`src/rtl/uart_rx_sampler.sv`:
```
// 16x-oversampling 8N1 receiver with 2-of-3 majority sampling, false-start
// rejection, framing-error strobe and break detection.
`timescale 1ns/1ps
module uart_rx_sampler #(
  parameter int clkfreq    = 50000000,
  parameter int baud       = 9600,
  parameter int oversample = 16
) (
  input  logic       clk,
  input  logic       rst_n,
  input  logic       serial_in,
  output logic [7:0] data,
  output logic       ready,
  output logic       frame_err,
  output logic       break_det,
  output logic       busy
);

  localparam int DIV_RAW = clkfreq / (baud * oversample);
  localparam int DIV     = (DIV_RAW < 1) ? 1 : DIV_RAW;
  localparam int TW      = (DIV > 1) ? $clog2(DIV) : 1;
  localparam int SW      = $clog2(oversample);
  localparam int M       = oversample / 2;

  localparam logic [TW-1:0] T_LAST = TW'(DIV - 1);
  localparam logic [SW-1:0] S_LAST = SW'(oversample - 1);
  localparam logic [SW-1:0] S_A    = SW'(M - 1);
  localparam logic [SW-1:0] S_B    = SW'(M);
  localparam logic [SW-1:0] S_C    = SW'(M + 1);

  typedef enum logic [2:0] {IDLE, START, DATA, STOP, BREAK} state_t;

  function automatic logic maj3(input logic a, input logic b, input logic c);
    return (a & b) | (a & c) | (b & c);
  endfunction

  logic          rx_m, rx_s;
  logic [TW-1:0] tcnt;
  logic          tick;
  state_t        state;
  logic [SW-1:0] s;
  logic [2:0]    bidx;
  logic          smp_a, smp_b, smp_c;
  logic [7:0]    shreg;
  logic          bit_val, stop_val;

  // stage: input synchroniser (idle-high so reset never looks like a start)
  always_ff @(posedge clk or negedge rst_n) begin
    if (!rst_n) begin
      rx_m <= 1'b1;
      rx_s <= 1'b1;
    end else begin
      rx_m <= serial_in;
      rx_s <= rx_m;
    end
  end

  // stage: free-running oversample tick, independent of line activity
  always_ff @(posedge clk or negedge rst_n) begin
    if (!rst_n) tcnt <= '0;
    else if (tick) tcnt <= '0;
    else tcnt <= tcnt + 1'b1;
  end

  assign tick = (tcnt == T_LAST);

  assign bit_val  = maj3(smp_a, smp_b, smp_c);
  assign stop_val = maj3(smp_a, smp_b, rx_s);

  // stage: mid-bit samples and LSB-first shift register (datapath, no reset)
  always_ff @(posedge clk) begin
    if (tick && s == S_A) smp_a <= rx_s;
    if (tick && s == S_B) smp_b <= rx_s;
    if (tick && s == S_C) smp_c <= rx_s;
    if (tick && state == DATA && s == S_LAST) shreg <= {bit_val, shreg[7:1]};
  end

  // stage: frame FSM with registered strobes
  always_ff @(posedge clk or negedge rst_n) begin
    if (!rst_n) begin
      state     <= IDLE;
      s         <= '0;
      bidx      <= 3'd0;
      data      <= 8'h00;
      ready     <= 1'b0;
      frame_err <= 1'b0;
      break_det <= 1'b0;
      busy      <= 1'b0;
    end else begin
      ready     <= 1'b0;
      frame_err <= 1'b0;
      break_det <= 1'b0;
      if (tick) begin
        case (state)
          IDLE: begin
            if (!rx_s) begin
              state <= START;
              s     <= '0;
              busy  <= 1'b1;
            end
          end
          START: begin
            if (s == S_LAST) begin
              s <= '0;
              if (bit_val) begin
                state <= IDLE;
                busy  <= 1'b0;
              end else begin
                state <= DATA;
                bidx  <= 3'd0;
              end
            end else begin
              s <= s + 1'b1;
            end
          end
          DATA: begin
            if (s == S_LAST) begin
              s    <= '0;
              bidx <= bidx + 3'd1;
              if (bidx == 3'd7) state <= STOP;
            end else begin
              s <= s + 1'b1;
            end
          end
          STOP: begin
            // decide mid stop bit so a start edge right after it is caught
            if (s == S_C) begin
              s <= '0;
              if (stop_val) begin
                data  <= shreg;
                ready <= 1'b1;
                state <= IDLE;
                busy  <= 1'b0;
              end else begin
                frame_err <= 1'b1;
                if (shreg == 8'h00) begin
                  break_det <= 1'b1;
                  state     <= BREAK;
                end else begin
                  state <= IDLE;
                  busy  <= 1'b0;
                end
              end
            end else begin
              s <= s + 1'b1;
            end
          end
          BREAK: begin
            if (rx_s) begin
              state <= IDLE;
              busy  <= 1'b0;
            end
          end
          default: begin
            state <= IDLE;
            busy  <= 1'b0;
          end
        endcase
      end
    end
  end

endmodule
```
`config.mk`:
```
export PLATFORM = sky130hd
export DESIGN_NAME = uart_rx_sampler
export DESIGN_NICKNAME = d
export VERILOG_FILES = /design/src/rtl/uart_rx_sampler.sv
export SDC_FILE = /design/constraint.sdc
export NUM_CORES = 1
export LEC_CHECK = 0
export CAP_MARGIN = 20
export CORE_MARGIN = 5
export CORE_UTILIZATION = 57
export CTS_CLUSTER_SIZE = 14
export DETAILED_ROUTE_END_ITERATION = 8
export MAX_ROUTING_LAYER = met4
export PLACE_DENSITY = 0.78
export SLEW_MARGIN = 20
export SYNTH_ARGS = -nofsm -noshare
export SYNTH_HDL_FRONTEND = slang
export SYNTH_SLANG_ARGS = --single-unit
```
`constraint.sdc`:
```
create_clock -name clk -period 2.7 [get_ports clk]
set_input_delay 0.54 -clock clk [delete_from_list [all_inputs] [get_ports clk]]
set_output_delay 0.54 -clock clk [all_outputs]
set_load 0.05 [all_outputs]
```
# Word-level counts from Yosys, hierarchy flattened
# Index checks and enable logic that the tools add are counted.
[totals]
ff_bits = 44
output_inout_bits = 12
elab_cells = 102
inputBits = 3
[classes]
n_eq_ne = 19
bitwise_logic = 10
reduce_logical = 15
mux = 40
n_addsub = 3
[op_table]
columns = ["op", "n"]
rows = [
  ["2-to-1 mux 3 bit", 11],
  ["2-to-1 mux 1 bit", 20],
  ["case mux 3 bit (5 select lines)", 1],
  ["equality test 4 bit (second input constant)", 3],
  ["2-to-1 mux 4 bit", 3],
  ["!= test 2 bit (second input constant)", 6],
  ["case mux 4 bit (3 select lines)", 1],
  ["adder 9 x 1 -> 9 bit (second input constant)", 1],
  ["equality test 9 bit (second input constant)", 1],
  ["2-to-1 mux 9 bit", 1],
  ["logical NOT 8 bit", 1],
  ["AND reduction 8 bit", 1],
  ["AND reduction 7 bit", 1],
  ["equality test 3 x 2 -> 1 bit (second input constant)", 2],
  ["equality test 3 bit (second input constant)", 2],
  ["case mux 3 bit (2 select lines)", 1],
  ["bitwise AND 1 bit", 5],
  ["logical AND 1 bit", 5],
  ["case mux 1 bit (5 select lines)", 1],
  ["AND reduction 5 bit", 1],
  ["adder 4 x 1 -> 4 bit (second input constant)", 1],
  ["equality test 4 x 3 -> 1 bit (second input constant)", 1],
  ["!= test 2 x 1 -> 1 bit (second input constant)", 2],
  ["OR 1 bit", 4],
  ["11 further kinds", 11],
]

# Logic depth before layout (Yosys ltp)
[logic_depth]
depth_word = 7
mapped_depth = 7
ltp_nobuf = 6

# Worst setup path before layout
# OpenSTA, ideal clock, no wires.
[synth_path]
path_kind = "reg-to-reg"
start = "reg tcnt[3]"
end = "reg smp_a (enable)"
path_buffers = 1
slack_ps = 580
synth_period_minus_slack_ps = 2120
stages_incl_launch_ff = 5
setup_ps = 330
arrival_time_ps = 1790
t_required_ps = 2370
path_cell_list = "dfrtp_1 or4b_4 nor4_4 buf_2 nor4b_1"
[synth_between]
elab_chain_cells = 2
[synth_lines]
columns = ["element", "line_no", "source"]
rows = [
  ["start: declaration", "38", "logic [TW-1:0] tcnt;"],
  ["start signal: assignment", "62", "else tcnt <= tcnt + 1'b1;"],
  ["equality test 9 bit", "65", "assign tick = (tcnt == T_LAST);"],
  ["logical AND 1 bit", "72", "if (tick && s == S_A) smp_a <= rx_s;"],
  ["end signal: assignment", "72", ""],
  ["end: declaration", "43", "logic smp_a, smp_b, smp_c;"],
]
# Every way passes these cells.
# A chain may end at the register's enable or synchronous reset.

# Worst setup path in the final report
[layout_path]
start = "reg tcnt[3]"
end = "reg data[2]"
[layout_between]
elab_chain_cells = 2
[layout_lines]
columns = ["element", "line_no", "source"]
rows = [
  ["equality test 9 bit", "65", ""],
  ["AND reduction 4 bit (no line)", "-", ""],
  ["end signal: assignment", "130", "data <= shreg;"],
  ["end: declaration", "12", "output logic [7:0] data,"],
]
# Every way passes these cells.

==> results.rst <==
.. list-table::
   :header-rows: 1

   * - Metric
     - Value
   * - Status
     - completed
   * - Setup tns final
     - 0 ns
   * - Transition at the pin with the smallest max-transition slack
     - 0.559 ns
   * - Post-route ant nets
     - 0
   * - Max_slew headroom
     - 62.7%
   * - Vias in the first global route
     - 1,351
   * - Power dissipated by switching net loads
     - 0.226 mW
   * - Clock skew
     - 0.0129 ns
   * - Antenna diode instance count
     - 0
   * - Number of setup violations in the final report
     - 0
   * - Top-Level Pins
     - 15
   * - Pin count of the biggest net entering global routing
     - 34
   * - Total standard cell area after synthesis
     - 2010 sq um
   * - Portion of the clock cycle consumed by the worst path in the final layout
     - 81.7%
   * - Synthesized instance count
     - 165
   * - Min Clock Period, post-route
     - 2.20 ns
   * - Fin. max-slew vios
     - 0
   * - Post-synthesis sequential area ratio
     - 57.6%
   * - Startpoint of the lowest-slack hold path
     - rx_m
   * - Critical Path End Type
     - register
   * - Path type of the worst min-delay path
     - reg -> reg
   * - Synth warn
     - 0
   * - Routability Congestion
     - 0.886
   * - Number of DRC markers in iteration 0
     - 143
   * - Count of input and output buffers
     - 14
   * - Fraction of registers with async set/reset
     - 75.0%
   * - Sort of element at the start of the critical path
     - register
   * - Avg Vias per Cell
     - 5.85
   * - Leading register cell type out of synthesis
     - sky130_fd_sc_hd__dfrtp_1
   * - Initial core utilization
     - 59.4%
   * - Combinational power share
     - 1.6%
   * - Setup Crit Path Kind
     - reg -> reg
   * - Syn_nets
     - 175
   * - Register bit count reported by yosys
     - 44
   * - Die Footprint
     - 4820 sq um
   * - Antenna violations before repair
     - 0
   * - Maxcap violations
     - 0
   * - Number of synthesized flops with an enable pin
     - 11
   * - Leakage power
     - 0.971 nW
   * - Clock latency at the later pin of the worst-skew pair
     - 0.36 ns
   * - Largest voltage drop on the vdd net
     - 0.000256 V
   * - Share of Yosys cell area claimed by the top area cell type
     - 38.6%
   * - Setup fix buffers added after clock tree synthesis
     - 0
   * - CTS tree
     - yes
   * - Area inside the core boundary
     - 3390 sq um
   * - Routed via count
     - 1,340
   * - Maximum number of buffers from clock root to sink
     - 2
   * - Seq pwr share
     - 67.5%
   * - Average routed wire per standard cell
     - 16.2 microns
   * - FILL cells
     - 246
   * - Number of distinct library cells after synthesis
     - 43
   * - Cell Pwr Density
     - 450 nW/um^2
   * - Worst Path Arrival
     - 2.47 ns
   * - Clk sink count
     - 44
   * - Chip width
     - 69.4 microns
   * - Layout area overhead
     - 12.0%
   * - Cell chosen for the clock root
     - sky130_fd_sc_hd__clkbuf_4
   * - Estimated wirelength of the detail-placed design
     - 2780 microns
   * - Total congestion overflow after global routing
     - 0
   * - Highest net fanout along the worst path
     - 8
   * - R2r startpoint
     - tcnt[3]
   * - Clock-pin transition on the worst setup and hold timing paths
     - 0.13 ns
   * - Final Hold Viols
     - 0
   * - Unrepaired setup endpoints after global routing
     - false
   * - Average footprint of a synthesized cell
     - 12.2 sq um
   * - Global router's overall resource usage
     - 16.7%
   * - Global-route wire length before repair
     - 6240 microns
   * - Wire length reported by the detailed router
     - 3710 microns
   * - Pint
     - 0.788 mW
   * - Maximum operating frequency
     - 0.454 GHz
   * - Share of post-route cells with drive strength above 1
     - 14.2%
   * - TritonCTS Buffers
     - 5
   * - Core Rows
     - 21
   * - Power consumption
     - 1.01 mW
   * - Biggest area consumer among synthesized cells
     - sky130_fd_sc_hd__dfrtp_1
   * - Number of nets in the layout
     - 192
   * - Drt pass-1 iters
     - 4
   * - Synth area leaders
     - sky130_fd_sc_hd__dfrtp_1 (39%), sky130_fd_sc_hd__edfxtp_1 (16%), sky130_fd_sc_hd__mux2_2 (5.6%), sky130_fd_sc_hd__ha_1 (4.4%), sky130_fd_sc_hd__dfstp_2 (2.6%)
   * - Number of levels in the clock H-tree
     - 2
   * - Relative contribution of the clock network to total power
     - 30.8%
   * - Required time at the worst-slack endpoint
     - 2.96 ns
   * - Hold buffer count at cts
     - 0
   * - Switching share of power
     - 22.3%
   * - Post-detailed-route DRC marker count
     - 0
   * - Critical path launch point
     - tcnt[3]
   * - # resized after CTS
     - 0
   * - Floorplan die height
     - 69.4 microns
==> cell families after synthesis <==
group / Yosys count / share of synthesized area, %
compound gates: 21 / 7.53
xor+xnor: 9 / 3.92
fa+ha+maj: 9 / 5.35
buf+inv: 16 / 3.23
flops: 44 / 57.6
mux: 10 / 5.60
simple gates: 56 / 16.8
==> layer usage <==
metal | share of wire, % | track usage (%)
met1 | 42 | 18.5
met2 | 52 | 28.1
met3 | 4.1 | 5.22
met4 | 2.1 | 6.51
met5 | 0 | -
==> registers in the layout, summed over array words and instances (netlist names) <==
name / count
tcnt: 9
state: 3
data: 8
smp_c: 1
smp_a: 1
frame_err: 1
rx_s: 1
bidx: 3
ready: 1
rx_m: 1
smp_b: 1
busy: 1
break_det: 1
shreg: 8
s: 4
==> area by class of cell <==
| class | instances | area, sq um | share of cell area (%) |
|---|---|---|---|
| Clock buffer | 5 | 37.5 | 1.67 |
| Clock inverter | 3 | 18.8 | 0.833 |
| Inverter | 10 | 37.5 | 1.67 |
| Multi-Input combinational cell | 105 | 788 | 35.0 |
| Sequential cell | 44 | 1160 | 51.4 |
| Tap cell | 46 | 57.6 | 2.55 |
| Timing Repair Buffer | 16 | 155 | 6.89 |
==> final timing paths <==
| path | end | slack [ns] | cells past startpoint |
|---|---|---|---|
| hold reg to reg | rx_s | 0.37 | 0 |
| hold / removal | rx_s | 0.37 | 0 |
| setup / recovery | data[2] | 0.50 | 4 |
| setup reg to reg | data[2] | 0.50 | 4 |
| max in group asynchronous | rx_s | 1.79 | 2 |
| min in group asynchronous | break_det | 0.56 | 2 |
==> power groups by stage <==
stage,Sequential (mW),Combinational [mW],Clock [mW]
after floorplan,0.697,0.00253,0
after global placement,0.698,0.0162,0
after detailed placement,0.698,0.0168,0
after CTS,0.685,0.0168,0.319
after global routing,0.685,0.0193,0.344
final,0.685,0.0164,0.313
==> critical path, cell delays in order (launching register included) <==
cell	delay (ns)
sky130_fd_sc_hd__dfrtp_1	0.47
sky130_fd_sc_hd__or4b_4	0.60
sky130_fd_sc_hd__nor4_4	0.25
sky130_fd_sc_hd__and3_1	0.41
sky130_fd_sc_hd__mux2_2	0.39
==> cell usage after synthesis, drive strengths merged (5+ instances only) <==
cell and instances:
and3 5, dfrtp 31, edfxtp 11, ha 7, inv 10, mux2 10, nand2 9, nand3 9
nor2 7, o21ai 5, xnor2 6
==> cells in the final DEF, fill, tap and decap left out, types with 3 or more instances in the layout <==
master	netlist	layout
sky130_fd_sc_hd__nor3_1	3	3
sky130_fd_sc_hd__edfxtp_1	11	11
sky130_fd_sc_hd__nor4_1	3	3
sky130_fd_sc_hd__clkbuf_4	0	5
sky130_fd_sc_hd__clkdlybuf4s50_1	0	14
sky130_fd_sc_hd__inv_1	10	10
sky130_fd_sc_hd__o21ai_0	5	5
sky130_fd_sc_hd__nor2_1	7	7
sky130_fd_sc_hd__nand4_1	3	3
sky130_fd_sc_hd__nand2_1	9	9
sky130_fd_sc_hd__a21oi_1	4	4
sky130_fd_sc_hd__mux2_2	10	10
sky130_fd_sc_hd__dfrtp_1	31	31
sky130_fd_sc_hd__xor2_1	3	3
sky130_fd_sc_hd__and3_1	5	5
sky130_fd_sc_hd__ha_1	7	7
sky130_fd_sc_hd__xnor2_1	6	6
sky130_fd_sc_hd__nand3_1	9	9
==> through the flow <==
stage | worst slack [ns] | hold WS [ns] | instances | instance area (sq um) | utilization, %
6_report | 0.495 | 0.365 | 229 | 2250 | 66.5
3_3_place_gp | 0.551 | 0.346 | 221 | 2200 | 64.8
5_1_grt | 0.369 | 0.370 | 229 | 2250 | 66.5
3_5_place_dp | 0.488 | 0.350 | 221 | 2200 | 64.8
4_1_cts | 0.477 | 0.368 | 229 | 2250 | 66.5
2_1_floorplan | 0.580 | 0.244 | 165 | 2010 | -
No activity file was read; power rests on OpenSTA's default activity.
